[config.mk]
export PLATFORM = sky130hd
export DESIGN_NAME = lif_neuron
export DESIGN_NICKNAME = d
export VERILOG_FILES = /design/src/rtl/lif_neuron.sv
export SDC_FILE = /design/constraint.sdc
export NUM_CORES = 1
export LEC_CHECK = 0
export CORE_MARGIN = 4
export CORE_UTILIZATION = 48
export DETAILED_ROUTE_END_ITERATION = 8
export PLACE_DENSITY = 0.8
export SLEW_MARGIN = 30
export SYNTH_ARGS = -nofsm -noshare
export SYNTH_HDL_FRONTEND = slang
export SYNTH_SLANG_ARGS = --single-unit
[constraint.sdc]
create_clock -name clk -period 5.5 [get_ports clk]
set_clock_uncertainty 0.2 [all_clocks]
set_input_delay 0.825 -clock clk [delete_from_list [all_inputs] [get_ports clk]]
set_output_delay 0.825 -clock clk [all_outputs]
set_load 0.005 [all_outputs]
[src/rtl/lif_neuron.sv]
// -----------------------------------------------------------------------------
// lif_neuron
//
// Postsynaptic leaky integrate-and-fire neuron. Each synapse input is a level;
// its rising edge adds (excitatory) or subtracts (inhibitory) that synapse's
// weight to a saturating membrane potential, which also leaks by
// membrane >> LEAK_SHIFT every integrating cycle. Reaching THRESHOLD emits a
// one-cycle spike, clears the membrane and holds it at zero for
// REFRACT_CYCLES cycles before integration resumes.
//
// Optional feature macro: LIF_SPIKE_COUNT_EN
//   defined   -> spike_count counts FIRE cycles, saturating at 16'hFFFF
//   undefined -> spike_count is tied to zero, no counter flops
//
// Ports:
//   clk          in   1          clock, all logic on posedge
//   reset        in   1          synchronous, active-high
//   syn_in       in   N_SYN      presynaptic level inputs
//   syn_weight   in   N_SYN*WW   weight i at [i*WW +: WW], unsigned magnitude
//   spike_out    out  1          one-cycle fire pulse, registered
//   membrane     out  W          membrane potential, registered
//   refractory   out  1          high while refractory, registered
//   spike_count  out  16         fired-spike counter (see macro above)
// -----------------------------------------------------------------------------
module lif_neuron #(
    parameter int               N_SYN          = 4,
    parameter int               W              = 8,
    parameter int               WW             = 4,
    parameter int               THRESHOLD      = 200,
    parameter int               LEAK_SHIFT     = 3,
    parameter int               REFRACT_CYCLES = 4,
    parameter logic [N_SYN-1:0] INH_MASK       = '0
) (
    input  logic                clk,
    input  logic                reset,
    input  logic [N_SYN-1:0]    syn_in,
    input  logic [N_SYN*WW-1:0] syn_weight,
    output logic                spike_out,
    output logic [W-1:0]        membrane,
    output logic                refractory,
    output logic [15:0]         spike_count
);

    // Signed working width: wide enough for the leaked membrane plus N_SYN
    // full-scale weights of either sign without overflow.
    localparam int SW = W + WW + 4;

    localparam logic signed [SW-1:0] MEM_MAX      = SW'((1 << W) - 1);
    localparam logic [W-1:0]         THRESH       = W'(THRESHOLD);
    localparam logic [3:0]           REFRACT_LOAD = 4'((REFRACT_CYCLES == 0) ? 0 : REFRACT_CYCLES - 1);

    typedef enum logic [1:0] {
        ST_INTEGRATE,
        ST_FIRE,
        ST_REFRACT
    } state_e;

    state_e           state_q, state_d;
    logic [W-1:0]     membrane_q, membrane_d;
    logic [3:0]       rcnt_q, rcnt_d;
    logic [N_SYN-1:0] syn_prev_q;
    logic             spike_q;
    logic             refr_q;

    logic [N_SYN-1:0]     rise;
    logic signed [SW-1:0] mem_ext;
    logic signed [SW-1:0] sum;
    logic [W-1:0]         next_mem;

    // A level held high counts once; syn_prev tracks the inputs in every state,
    // so levels held across FIRE/REFRACT are not seen as rises afterwards.
    assign rise = syn_in & ~syn_prev_q;

    // -------------------------------------------------------------------------
    // Integration datapath: leak, net all rises in one sum, then clamp.
    // -------------------------------------------------------------------------
    always_comb begin
        // NOTE: every combinational output gets a default first so no path
        // leaves it unassigned and no latch is inferred.
        mem_ext  = $signed({{(SW-W){1'b0}}, membrane_q});
        sum      = mem_ext - (mem_ext >>> LEAK_SHIFT);
        next_mem = '0;
        for (int i = 0; i < N_SYN; i++) begin
            if (rise[i]) begin
                if (INH_MASK[i]) begin
                    sum = sum - $signed({{(SW-WW){1'b0}}, syn_weight[i*WW +: WW]});
                end else begin
                    sum = sum + $signed({{(SW-WW){1'b0}}, syn_weight[i*WW +: WW]});
                end
            end
        end
        if (sum[SW-1]) begin
            next_mem = '0;
        end else if (sum > MEM_MAX) begin
            next_mem = '1;
        end else begin
            next_mem = sum[W-1:0];
        end
    end

    // -------------------------------------------------------------------------
    // Next-state logic
    // -------------------------------------------------------------------------
    always_comb begin
        state_d    = state_q;
        membrane_d = membrane_q;
        rcnt_d     = rcnt_q;
        case (state_q)
            ST_INTEGRATE: begin
                if (next_mem >= THRESH) begin
                    membrane_d = '0;
                    state_d    = ST_FIRE;
                end else begin
                    membrane_d = next_mem;
                end
            end
            ST_FIRE: begin
                membrane_d = '0;
                if (REFRACT_CYCLES == 0) begin
                    state_d = ST_INTEGRATE;
                end else begin
                    state_d = ST_REFRACT;
                    rcnt_d  = REFRACT_LOAD;
                end
            end
            ST_REFRACT: begin
                membrane_d = '0;
                if (rcnt_q == 4'd0) begin
                    state_d = ST_INTEGRATE;
                end else begin
                    rcnt_d = rcnt_q - 4'd1;
                end
            end
            default: begin
                state_d    = ST_INTEGRATE;
                membrane_d = '0;
            end
        endcase
    end

    // -------------------------------------------------------------------------
    // State and output registers. Outputs are decoded from the next state so
    // they line up cycle-for-cycle with the state register.
    // -------------------------------------------------------------------------
    always_ff @(posedge clk) begin
        // NOTE: sequential state uses non-blocking assignments so all flops
        // sample their inputs from the same pre-edge values.
        if (reset) begin
            state_q    <= ST_INTEGRATE;
            membrane_q <= '0;
            rcnt_q     <= '0;
            syn_prev_q <= '0;
            spike_q    <= 1'b0;
            refr_q     <= 1'b0;
        end else begin
            state_q    <= state_d;
            membrane_q <= membrane_d;
            rcnt_q     <= rcnt_d;
            syn_prev_q <= syn_in;
            spike_q    <= (state_d == ST_FIRE);
            refr_q     <= (state_d == ST_REFRACT);
        end
    end

    assign spike_out  = spike_q;
    assign membrane   = membrane_q;
    assign refractory = refr_q;

`ifdef LIF_SPIKE_COUNT_EN
    logic [15:0] count_q;

    always_ff @(posedge clk) begin
        if (reset) begin
            count_q <= '0;
        end else if (state_q == ST_FIRE && count_q != 16'hFFFF) begin
            count_q <= count_q + 16'd1;
        end
    end

    assign spike_count = count_q;
`else
    assign spike_count = 16'h0000;
`endif

endmodule

==> results.md <==
- Crit path required time: 5480 ps
- Synth unique cells: 65
- Largest family of logic cells by synthesized area: simple AND/OR/NAND/NOR gates
- Num ports: 48
- Diodes inserted: 0
- Row count: 26
- Sw Pwr: 0.931 mW
- Cell Count Post-Placement: 439
- Main area contributors after synthesis: dfxtp_1 16%, ha_1 12%, xor2_1 5.2%, buf_4 4.7%, fa_1 3.9%
- Max Fclk: 169 MHz
- WL final: 6290 um
- Initial antenna violation count: 0
- Hold Path Class: reg -> reg
- Post-route setup TNS: -3120 ps
- Count leader, synth: nor2_1
- Clock network power share: 7.4%
- Yosys warns: 0
- First-pass GRT wire length: 10200 um
- Syn-to-layout area delta: 39.5%
- # Max-Cap Violations: 0
- Die ar.: 0.00651 mm2
- Root buf cell: clkbuf_8
- DPL Wire Length: 4740 um
- TritonCTS clock tree: built
- Grt ovf: 0
- Via count: 2392
- Final Max Tran Viols: 0
- Worst skew pair latency: 260 ps
- Register area share after synthesis: 15.8%
- Drt drc: 0
- VDD IR max: 0.314 mV
- Post-Synth XOR/XNOR Area: 12.7%
- CTS Hold Bufs: 0
- Hold Vio Cnt, Final: 0
- Ys flop type: dfxtp_1
- Wire length per cell: 13.7 um
- Slack of the critical path: -413 ps
- Mapped cell area: 0.00254 mm2
- Worst-path clk slew: 80 ps
- Compound-Gate Fraction of Synth Area: 17.2%
- Largest net degree at the start of global routing: 13
- WP data arrival: 5900 ps
- Gate power share: 83.7%
- Setup violators final: 10
- Final Instance Count excl. Fillers: 458
- Tmin final: 5910 ps
- Post-synthesis adder-cell area fraction: 16.2%
- Post-synthesis simple-gate area fraction: 25.3%
- Mux contribution to synthesized area: 2.81%
- DR vias/cell: 5.22
- Min Hold Slack: 307 ps
- Die height: 80.7 um
- Switching Share: 45.5%
- RSZ-0062 raised after global routing: yes
- Startpoint types: flip-flop
- Leakage power: 1.50 nW
- Clock buffer depth: 2
- Max H-tree Level: 1
- Num CTS Buffers: 3
- Most frequent cells after synthesis: 26 x nor2_1, 25 x inv_1, 24 x ha_1
- Initial DRC Count: 88
- Seq pwr share: 8.9%
- Core box area: 0.00511 mm2
- Synth top area share: 15.8%
- Post-synthesis instance total: 306
- Tcrit/Tclk final: 108%
- Number of flops mapped to enable cells by yosys: 0
- Power Density: 578 mW/mm2
- Die width: 80.7 um
- Cell-internal power: 1.11 mW
- ANT nets after route: 0
- Total clock sinks: 20
- Starting Density: 49.7%
- GRT Total Usage: 19.4%
- Worst-Margin Slew: 625 ps
- Crit. End Element: flip-flop
- Layout cells sized above 1: 31.2%
- Routability-driven placement congestion ratio: 0.831
- Synthesized flop and latch total: 20
- Nets: 440
- Ys async rst share: 0%
- Yosys top cell by area: dfxtp_1
- Syn avg cell area: 8.29 um2
- Failing checks: negative setup slack
- Critical Path Fanout Max: 6
- Rel. slew slack: 58.1%
- TritonRoute pass-1 iters: 4
- Port Buffers: 31
- Status: finished with violations
- WS Path Type: reg -> reg
- Number of global-route vias before repair: 2317
-- final timing paths --
check / startpoint / endpoint / slack, ps / depth (start not counted)
max reg2reg: membrane[0] / membrane[3] / -410 / 24
min reg2reg: rcnt_q[0] / rcnt_q[0] / 310 / 1
min: rcnt_q[0] / rcnt_q[0] / 310 / 1
max: membrane[0] / membrane[3] / -410 / 24
-- cell usage in the layout (no fill, tap or decap), drive strengths merged, types with 12 or more instances in the layout --
cell	n
a21oi	17
inv	25
clkdlybuf4s50	29
nand2	17
o21ai	14
nor2	26
buf	54
conb	16
dfxtp	20
nor2b	15
xor2	16
nor3	14
nand2b	12
ha	24
-- per-stage QoR --
step / power [mW] / setup WS, ps / utilization, % / area, um2
final: 2.04 / -413 / 69.3 / 3540
after floorplan: 1.18 / 6.83 / - / 2630
after global routing: 2.21 / -695 / 69.3 / 3540
after CTS: 1.82 / -391 / 65.2 / 3330
after detailed placement: 1.59 / -688 / 61.9 / 3160
after global placement: 1.54 / -603 / 61.9 / 3160
-- routing by layer --
metal | vias up | part of all wire [%] | track usage, %
met4 | 0 | 1.0 | 3.72
met5 | - | 0 | 0
met1 | 1128 | 44 | 24.1
li1 | 1202 | - | -
met3 | 8 | 3.3 | 1.68
met2 | 54 | 52 | 36.2
-- worst max-delay path, cell delays in order, from the launching register on --
cell     delay (ps)
dfxtp_2         340
inv_2            40
ha_4            150
fa_2            600
fa_1            430
mux2i_2         200
inv_1            80
fa_1            510
nor2_2           40
a21oi_2         160
buf_4           140
fa_1            430
mux2i_4         200
ha_1            270
a21o_1          190
a21oi_2         200
nor2b_4          60
o21ai_2         150
buf_4           140
nor3_2           40
o31ai_2         340
xnor2_2         200
o41ai_4         120
a211o_4         400
nor3_2          200
-- flip-flops by register name, indices dropped and copies added (netlist names) --
name        cells
membrane        8
spike_out       1
rcnt_q          4
state_q         2
syn_prev_q      4
refractory      1
-- power by group through the flow --
stage	Sequential, mW	Combinational [mW]	Clock (mW)
after floorplan	0.184	0.995	0
after global placement	0.184	1.36	0
final	0.182	1.71	0.151
after global routing	0.185	1.87	0.161
after CTS	0.182	1.48	0.153
after detailed placement	0.184	1.41	0
-- cells by family (layout without fill, tap and decap cells) --
family / count (synthesis) / after routing
mux: 7 / 7
xor+xnor: 29 / 29
buf+inv: 47 / 114
other cells: 1 / 16
simple gates: 111 / 111
flops: 20 / 20
compound gates: 61 / 61
fa+ha+maj: 30 / 30
-- timing repair --
action                     in CTS  in global routing
pin swaps                      19                 26
setup endpoints to repair      10                 10
setup buffers                   9                  7
gates resized for setup        12                 33
-- cell type report --
class / instances / area [um2]
sequential: 20 / 402
clock buffer: 3 / 41.3
tap: 70 / 87.6
clock inverter: 1 / 30.0
timing repair buffer: 85 / 724
multi-input combinational: 254 / 2160
inverter: 25 / 93.8
fill: 398 / 1570
Note: power is estimated with default switching activity, not from simulation.
